$ cat config.mk
export PLATFORM = sky130hd
export DESIGN_NAME = instr_encoder
export DESIGN_NICKNAME = d
export VERILOG_FILES = /design/src/rtl/mips_pkg.sv /design/src/rtl/instr_pack.sv /design/src/rtl/instr_encoder.sv
export SDC_FILE = /design/constraint.sdc
export NUM_CORES = 1
export LEC_CHECK = 0
export CAP_MARGIN = 5
export CORE_ASPECT_RATIO = 0.7
export CORE_MARGIN = 5
export CORE_UTILIZATION = 42
export DETAILED_ROUTE_END_ITERATION = 12
export PLACE_DENSITY = 0.82
export SKIP_LAST_GASP = 1
export SLEW_MARGIN = 20
export SYNTH_ARGS = -nofsm -noshare
export SYNTH_HDL_FRONTEND = slang
export SYNTH_SLANG_ARGS = --single-unit
$ cat constraint.sdc
create_clock -name clk -period 4.9 [get_ports clk]
set_input_delay 0.735 -clock clk [delete_from_list [all_inputs] [get_ports clk]]
set_output_delay 0.735 -clock clk [all_outputs]
set_load 0.03 [all_outputs]
$ cat src/rtl/mips_pkg.sv
// Shared MIPS encoding constants: op classes, opcodes, funct codes, NOP word.
// Also imported by the control decoder so both sides agree on encodings.
package mips_pkg;

    // Symbolic operation classes accepted by the encoder; 12..15 are illegal.
    typedef enum logic [3:0] {
        OP_NOP     = 4'd0,
        OP_ADD     = 4'd1,
        OP_SUB     = 4'd2,
        OP_SLT     = 4'd3,
        OP_JR      = 4'd4,
        OP_SYSCALL = 4'd5,
        OP_LW      = 4'd6,
        OP_SW      = 4'd7,
        OP_BNE     = 4'd8,
        OP_XORI    = 4'd9,
        OP_J       = 4'd10,
        OP_JAL     = 4'd11
    } op_e;

    // Encoder FSM states.
    typedef enum logic [1:0] {
        ST_RST  = 2'd0,
        ST_RUN  = 2'd1,
        ST_SLOT = 2'd2,
        ST_FULL = 2'd3
    } enc_state_e;

    localparam logic [5:0] OPC_RTYPE = 6'b000000;
    localparam logic [5:0] OPC_LW    = 6'b100011;
    localparam logic [5:0] OPC_SW    = 6'b101011;
    localparam logic [5:0] OPC_BNE   = 6'b000101;
    localparam logic [5:0] OPC_XORI  = 6'b001110;
    localparam logic [5:0] OPC_J     = 6'b000010;
    localparam logic [5:0] OPC_JAL   = 6'b000011;

    localparam logic [5:0] FUNCT_ADD     = 6'b100000;
    localparam logic [5:0] FUNCT_SUB     = 6'b100010;
    localparam logic [5:0] FUNCT_SLT     = 6'b101010;
    localparam logic [5:0] FUNCT_JR      = 6'b001000;
    localparam logic [5:0] FUNCT_SYSCALL = 6'b001100;

    localparam logic [31:0] NOP_WORD = 32'h0000_0000;

    // Branch-class ops are the ones that own a delay slot.
    function automatic logic is_branch_op(input logic [3:0] op);
        return (op == OP_J) || (op == OP_JR) || (op == OP_JAL) || (op == OP_BNE);
    endfunction

endpackage

$ cat src/rtl/instr_pack.sv
// Combinational packer: op class plus fields -> 32-bit MIPS word and illegal flag.
module instr_pack
    import mips_pkg::*;
(
    input  logic [3:0]  op,
    input  logic [4:0]  rs,
    input  logic [4:0]  rt,
    input  logic [4:0]  rd,
    input  logic [25:0] imm,
    output logic [31:0] word,
    output logic        illegal
);

    // Select the R/I/J layout per op class; unknown classes flag illegal and emit NOP.
    always_comb begin
        word    = NOP_WORD;
        illegal = 1'b0;
        case (op)
            OP_NOP:     word = NOP_WORD;
            OP_ADD:     word = {OPC_RTYPE, rs, rt, rd, 5'b00000, FUNCT_ADD};
            OP_SUB:     word = {OPC_RTYPE, rs, rt, rd, 5'b00000, FUNCT_SUB};
            OP_SLT:     word = {OPC_RTYPE, rs, rt, rd, 5'b00000, FUNCT_SLT};
            OP_JR:      word = {OPC_RTYPE, rs, 5'b00000, 5'b00000, 5'b00000, FUNCT_JR};
            OP_SYSCALL: word = {OPC_RTYPE, 20'h00000, FUNCT_SYSCALL};
            OP_LW:      word = {OPC_LW,   rs, rt, imm[15:0]};
            OP_SW:      word = {OPC_SW,   rs, rt, imm[15:0]};
            OP_BNE:     word = {OPC_BNE,  rs, rt, imm[15:0]};
            OP_XORI:    word = {OPC_XORI, rs, rt, imm[15:0]};
            OP_J:       word = {OPC_J,   imm};
            OP_JAL:     word = {OPC_JAL, imm};
            default:    illegal = 1'b1;
        endcase
    end

endmodule

$ cat src/rtl/instr_encoder.sv
// Streaming instruction encoder: accepts symbolic requests over valid/ready and
// writes encoded words sequentially into instruction memory.
// Optional feature macro: INSTR_ENCODER_DELAY_SLOT_EN (auto NOP after branches).
//
// Handshake: a request transfers on a rising edge where in_valid && in_ready;
// in_ready is a registered output that is high only in RUN, and the requester
// must hold its fields stable while in_valid is high and in_ready is low.
module instr_encoder
    import mips_pkg::*;
#(
    parameter int ADDR_W    = 10,
    parameter int BASE_ADDR = 0
)
(
    input  logic              clk,
    input  logic              reset,
    input  logic              in_valid,
    output logic              in_ready,
    input  logic [3:0]        op,
    input  logic [4:0]        rs,
    input  logic [4:0]        rt,
    input  logic [4:0]        rd,
    input  logic [25:0]       imm,
    output logic              mem_we,
    output logic [ADDR_W-1:0] mem_addr,
    output logic [31:0]       mem_wdata,
    output logic [ADDR_W:0]   word_count,
    output logic              full,
    output logic [1:0]        err,
    output logic [1:0]        dbg_state
);

    localparam logic [ADDR_W-1:0] BASE_PTR = ADDR_W'(BASE_ADDR);
    localparam logic [ADDR_W-1:0] LAST_PTR = '1;

    enc_state_e        state_q, state_d;
    logic [ADDR_W-1:0] ptr_q, ptr_d;
    logic              in_ready_q, in_ready_d;
    logic              mem_we_q, mem_we_d;
    logic [ADDR_W-1:0] mem_addr_q, mem_addr_d;
    logic [31:0]       mem_wdata_q, mem_wdata_d;
    logic [ADDR_W:0]   word_count_q, word_count_d;
    logic              full_q, full_d;
    logic [1:0]        err_q, err_d;

    logic [31:0]       packed_word;
    logic              packed_illegal;
    logic              accept;
    logic              at_last;

    instr_pack u_pack (
        .op      (op),
        .rs      (rs),
        .rt      (rt),
        .rd      (rd),
        .imm     (imm),
        .word    (packed_word),
        .illegal (packed_illegal)
    );

    assign accept  = in_valid && in_ready_q;
    assign at_last = (ptr_q == LAST_PTR);

    // Next-state, write strobe, pointer and sticky flag logic.
    always_comb begin
        state_d      = state_q;
        ptr_d        = ptr_q;
        mem_we_d     = 1'b0;
        mem_addr_d   = mem_addr_q;
        mem_wdata_d  = mem_wdata_q;
        word_count_d = word_count_q;
        full_d       = full_q;
        err_d        = err_q;
        case (state_q)
            ST_RST: begin
                state_d = ST_RUN;
            end
            ST_RUN: begin
                if (accept) begin
                    if (packed_illegal) begin
                        err_d[0] = 1'b1;
                    end else begin
                        mem_we_d     = 1'b1;
                        mem_addr_d   = ptr_q;
                        mem_wdata_d  = packed_word;
                        word_count_d = word_count_q + (ADDR_W+1)'(1);
                        // Pointer saturates at the last address rather than wrapping.
                        ptr_d        = at_last ? ptr_q : ptr_q + ADDR_W'(1);
                        if (at_last) begin
                            state_d = ST_FULL;
                            full_d  = 1'b1;
`ifdef INSTR_ENCODER_DELAY_SLOT_EN
                            // No room for the delay-slot NOP.
                            if (is_branch_op(op)) begin
                                err_d[1] = 1'b1;
                            end
`endif
                        end
`ifdef INSTR_ENCODER_DELAY_SLOT_EN
                        else if (is_branch_op(op)) begin
                            state_d = ST_SLOT;
                        end
`endif
                    end
                end
            end
`ifdef INSTR_ENCODER_DELAY_SLOT_EN
            ST_SLOT: begin
                mem_we_d     = 1'b1;
                mem_addr_d   = ptr_q;
                mem_wdata_d  = NOP_WORD;
                word_count_d = word_count_q + (ADDR_W+1)'(1);
                ptr_d        = at_last ? ptr_q : ptr_q + ADDR_W'(1);
                if (at_last) begin
                    state_d = ST_FULL;
                    full_d  = 1'b1;
                end else begin
                    state_d = ST_RUN;
                end
            end
`endif
            ST_FULL: begin
                state_d = ST_FULL;
            end
            default: begin
                state_d = ST_FULL;
            end
        endcase
        in_ready_d = (state_d == ST_RUN);
    end

    // State and output registers; reset clears everything asynchronously.
    always_ff @(posedge clk or posedge reset) begin
        if (reset) begin
            state_q      <= ST_RST;
            ptr_q        <= BASE_PTR;
            in_ready_q   <= 1'b0;
            mem_we_q     <= 1'b0;
            mem_addr_q   <= '0;
            mem_wdata_q  <= '0;
            word_count_q <= '0;
            full_q       <= 1'b0;
            err_q        <= 2'b00;
        end else begin
            state_q      <= state_d;
            ptr_q        <= ptr_d;
            in_ready_q   <= in_ready_d;
            mem_we_q     <= mem_we_d;
            mem_addr_q   <= mem_addr_d;
            mem_wdata_q  <= mem_wdata_d;
            word_count_q <= word_count_d;
            full_q       <= full_d;
            err_q        <= err_d;
        end
    end

    assign in_ready   = in_ready_q;
    assign mem_we     = mem_we_q;
    assign mem_addr   = mem_addr_q;
    assign mem_wdata  = mem_wdata_q;
    assign word_count = word_count_q;
    assign full       = full_q;
    assign err        = err_q;
    assign dbg_state  = state_q;

endmodule

==> flow_summary.yaml, run 1 <==
routing:
  drc: 0
  drtIter0Drc: 298
  vias: 2866
  drt_first_pass_iters: 4
  postRouteAntennaNets: 0
  wl_per_cell_um: 16.5
  drt-total-wl_um: 8870
  via_per_inst: 5.34
logic_synthesis:
  synth_cell_types: 42
  syn_inst: 337
  synth.area.top_cells: "dfrtp_1 (52%), nand2_1 (7.8%), a22o_1 (5.1%)"
  synthSimpleGateAreaFrac: 0.196
  yosys-top-cells-count: "dfrtp_1 (68), nand2_1 (68), nor2_1 (27), o21ai_0 (27), a22o_1 (19)"
  seq_area_frac_synth: 0.520
  ys_warn_count: 0
  synth_xor_area_frac: 0.0402
  syn_area_sq_mm: 0.00327
  synth_compound_area_frac: 0.166
  yosys.area.top_type: "dfrtp_1"
  synth_mux_area_frac: 0.0252
  synth_top_family_by_area: "simple AND/OR/NAND/NOR gates"
  netlist.area_leader.share: 0.520
  synth_adder_area_share: 0.00765
  avgSynthCellArea_sq_um: 9.71
  synth_flop_cell: "dfrtp_1"
  async_flop_share: 1.00
  synth_edf_count: 0
  ys_seq_elements: 68
global_routing:
  grt_pass1_vias: 2928
  overflow: 0
  antenna_found_initial: 0
  grt_use_total: 0.190
  grt_pass1_wl_um: 14800
  grt_start_max_net_pins: 52
min_path:
  hp-class: "reg -> reg"
  holdPathStages: 2
timing:
  skew_ps: 4.29
  worst_pin_slew_ps: 1070
  fin_setup_tns_ps: 0
  hold_viol: 0
  min_period_ps: 3170
  final_max_slew_viol_count: 0
  min_period_over_period: 0.648
  rsz0062_at_grt: "no"
  slew_headroom: 0.284
  fmax_ghz: 0.315
  setup_violations: 0
  holdWs_ps: 482
setup_path:
  critPathArrivalTime_ps: 3400
  worst-path-buf-inv: 2
  critPathLaunchType: "primary input"
  required_ps: 5130
  reg2reg_depth: 5
  cpMaxStageDelayCell: "clkdlybuf4s50_1"
  end_kind: "flop"
  cp_max_fo: 51
  path_class: "in -> reg"
  cp_cell_sequence: "clkdlybuf4s50_1, nand2_1, nand2_4, inv_2, nand3_1, mux2_2"
  max_stage_delay_ps: 980
  crit_cells: 6
  crit_family: "buffers and inverters"
pwr:
  p_clk_frac: 0.300
  p_comb_frac: 0.298
  p_per_area_mw_per_mm2: 412
  peakVddDrop_mv: 0.222
  switching_share: 0.335
  leakage_nw: 2.01
  p_int_w: 0.00126
  seqPwrFrac: 0.403
  switchingPower_w: 0.000633
die:
  die_h_um: 83.8
  die_w_um: 115
  rows: 26
  start_util: 0.439
  die-area_sq_mm: 0.00968
  ioPinCount: 108
  core_sq_mm: 0.00745
clock_tree:
  cts_max_level: 3
  post_cts_buffers: 0
  clockRootBuffer: "clkbuf_8"
  path_clk_slew_ps: 70
  clock-sinks: 68
  cts_tree: "yes"
  cts_buffers: 9
  cts_resized: 0
  cts_hold_buf: 0
  clockBufferDepth: 2
  clk_latency_ps: 340
flow_run:
  drv_cap: 0
layout:
  fin_nets: 484
  syn_to_final_growth_pct: 40.4
  drive_gt1_frac: 0.0661
  diodes: 0
run_status:
  status: "complete, no violations"
place:
  hpwl_um: 6340
  gp_congestion: 0.796
  io_buffers: 105
## tightest hold or removal path, delay by kind of cell (launching register included)
| kind | cells | cell delay, ps |
|---|---|---|
| flops | 1 | 340 |
| compound gates | 1 | 60 |
| simple gates | 1 | 50 |
## power groups by stage
stage,registers (W),logic (W),clock network [W]
floorplan,0.000901,0.000173,0
global placement,0.000766,0.000552,0
detailed placement,0.000770,0.000566,0
CTS,0.000760,0.000569,0.000579
global route,0.000777,0.000607,0.000603
finish,0.000761,0.000563,0.000566
## state kept, by name, summed over array words and instances, names as in the netlist
name and flops:
dbg_state 2, err 1, full 1, in_ready 1
mem_addr 10, mem_wdata 31, mem_we 1, ptr_q 10
word_count 11
## path summary, 6_finish.rpt
path                               start       endpoint  slack [ps]
max                                op[2]       ptr_q[6]        1730
min                        mem_wdata[31]  mem_wdata[31]         480
max reg2reg                 dbg_state[1]       ptr_q[6]        2290
min reg2reg                mem_wdata[31]  mem_wdata[31]         480
max in group asynchronous          reset  mem_wdata[29]        3160
min in group asynchronous          reset   dbg_state[0]         800
## logic make-up (layout without fill, tap and decap cells)
family / after synthesis / in the layout
AOI/OAI and AO/OA: 76 / 76
xor gates and xnor gates: 15 / 15
adders and majority gates: 2 / 2
buffers and inverters: 27 / 128
DFF: 68 / 68
muxes: 7 / 7
other: 2 / 3
and+or+nand+nor: 140 / 140
## metrics by stage
stage                      util  total power (W)  setup WS, ps  std cells  cell area (sq um)
after floorplan               -          0.00107          2450        338               3270
after detailed placement  0.583          0.00134          1380        521               4340
after global placement    0.583          0.00132          1530        521               4340
final                     0.616          0.00189          1730        537               4590
after CTS                 0.616          0.00191          1730        537               4590
after global routing      0.616          0.00199          1450        537               4590
## layer usage
| layer | wire (um) | GRT usage | up-vias | part of all wire |
|---|---|---|---|---|
| met5 | 0 | 0 | - | 0 |
| met4 | 62 | 0.0458 | 0 | 0.0070 |
| met3 | 743 | 0.0529 | 9 | 0.084 |
| met2 | 4080 | 0.291 | 108 | 0.46 |
| met1 | 3980 | 0.265 | 1383 | 0.45 |
| li1 | - | - | 1366 | - |
## layout by cell type, fill, tap and decap left out, types with 6 or more instances in the layout
cell and n:
a221oi_1 6, a22o_1 19, a22oi_1 13, clkbuf_8 10, clkdlybuf4s50_1 105, dfrtp_1 68, mux2_2 6, nand2_1 68
nand2b_1 7, nand3_1 7, nand4_1 8, nor2_1 27, nor2b_1 7, o21ai_0 27, xor2_1 10
## area by class of cell
cell class                      instances  area [sq um]
Clock inverter                          6           111
Fill cell                             650          2860
Multi-Input combinational cell        243          1440
Inverter                                6          22.5
Tap cell                               98           123
Sequential cell                        68          1700
Timing Repair Buffer                  106          1060
Clock buffer                           10           138
Power figures use the tool's default switching activity.
==> run 2, diff against run 1 <==
- clock period: 4.9 -> 3.3 ns (I/O delays scaled with it)
==> run 2 against run 1 <==
Combinational power rose by 48%; clock power rose by 46%; highest routed layer unchanged; via count rose by 0.80%; flip-flop and latch count unchanged; critical endpoint unchanged; die area unchanged; hold slack worse by 8.9 ps.
==> flow_summary.yaml, run 2 (synthesis gave the netlist of run 1 again) <==
run_status:
  status: "complete, no violations"
layout:
  fillers: 665
  fin_nets: 490
  drive_gt1_frac: 0.0766
  layout_commonest_cell: "clkdlybuf4s50_1"
  largest_reg_flops: 31
  syn_to_final_growth_pct: 41.4
  diodes: 0
  finalNonFillerCells: 542
  layout_common_cells: "clkdlybuf4s50_1 (105), nand2_1 (68), dfrtp_1 (68)"
timing:
  setup_violations: 0
  fmax_ghz: 0.463
  holdWs_ps: 473
  worst_pin_slew_ps: 706
  hold_viol: 0
  min_period_over_period: 0.654
  final_max_slew_viol_count: 0
  slew_headroom: 0.529
  fin_setup_tns_ps: 0
  skew_ps: 5.82
  min_period_ps: 2160
  rsz0062_at_grt: "no"
  fin_ws_ps: 1140
routing:
  drt_first_pass_iters: 6
  drt-total-wl_um: 8810
  drtIter0Drc: 230
  via_per_inst: 5.33
  drc: 0
  postRouteAntennaNets: 0
  wl_per_cell_um: 16.3
  vias: 2889
die:
  rows: 26
  core_sq_mm: 0.00745
  die-area_sq_mm: 0.00968
  die_w_um: 115
  ioPinCount: 108
  die_h_um: 83.8
  start_util: 0.439
global_routing:
  antenna_found_initial: 0
  grt_use_total: 0.185
  overflow: 0
  grt_start_max_net_pins: 36
  grt_pass1_vias: 2887
  grt_pass1_wl_um: 14200
clock_tree:
  cts_hold_buf: 0
  clock-sinks: 68
  cts_max_level: 3
  clockBufferDepth: 2
  cts_tree: "yes"
  cts_resized: 0
  post_cts_buffers: 0
  clockRootBuffer: "clkbuf_8"
  clk_latency_ps: 340
  cts_buffers: 9
  path_clk_slew_ps: 70
setup_path:
  reg2reg_to: "ptr_q[6]"
  path_class: "in -> reg"
  reg2reg_slack_ps: 1310
  reg2reg_depth: 5
  critPathLaunchType: "primary input"
  critPathArrivalTime_ps: 2380
  end_kind: "flop"
  r2r-start: "dbg_state[1]"
  required_ps: 3520
  cp_max_fo: 23
  cp_cell_sequence: "clkdlybuf4s50_1, and4b_1, nand2_4, inv_2, nand3_1, mux2_2"
  cpMaxStageDelayCell: "clkdlybuf4s50_1"
  max_stage_delay_ps: 480
pwr:
  leakage_nw: 2.03
  power_w: 0.00278
  peakVddDrop_mv: 0.380
  p_per_area_mw_per_mm2: 602
flow_run:
  drv_cap: 0
min_path:
  min-delay-start: "word_count[10]"
  hp-class: "reg -> reg"
  min_to: "word_count[10]"
  holdPathStages: 1
place:
  pre_cts_slack_ps: 810
  gp_congestion: 0.833
  io_buffers: 105
  dp.cells: 527
  hpwl_um: 6370
## run 2: worst max-delay path by stage
stage               cells past startpoint     start  slack (ps)           end
finish                                  6  in_valid        1140      ptr_q[6]
global route                            6  in_valid        1060      ptr_q[6]
CTS                                     6  in_valid        1160      ptr_q[6]
detailed placement                      6  in_valid         810      ptr_q[6]
global placement                        6  in_valid         860      ptr_q[6]
floorplan                               1     reset        1090  dbg_state[0]
## run 2: cell type report
| class | count | area, sq um | area share |
|---|---|---|---|
| Clock buffer | 9 | 124 | 0.0268 |
| Clock inverter | 6 | 114 | 0.0246 |
| Inverter | 6 | 22.5 | 0.00487 |
| Multi-Input combinational cell | 243 | 1440 | 0.311 |
| Sequential cell | 68 | 1700 | 0.368 |
| Tap cell | 98 | 123 | 0.0265 |
| Timing Repair Buffer | 112 | 1100 | 0.239 |
## run 2: critical path, delay by kind of cell
kind                   cells  cell delay [ps]
muxes                      1              290
buffers and inverters      2              830
and+or+nand+nor            3              770
## run 2: power breakdown
part	leakage, nW	switching (W)	internal, W
Combinational	1.05	0.000465	0.000371
Sequential	0.873	0.000145	0.000977
Clock	0.112	0.000326	0.000499
## run 2: through the flow
step,instance area [sq um],utilization
after detailed placement,4390,0.589
after global placement,4390,0.589
final,4620,0.621
after CTS,4620,0.621
after global routing,4620,0.621
after floorplan,3270,-
## run 2: per-layer routing
layer  vias up  part of all wire  GRT usage
met5         -                 0          0
met4         0            0.0044     0.0341
met3         7             0.072     0.0638
met2       117              0.46      0.285
met1      1392              0.46      0.255
li1       1373                 -          -
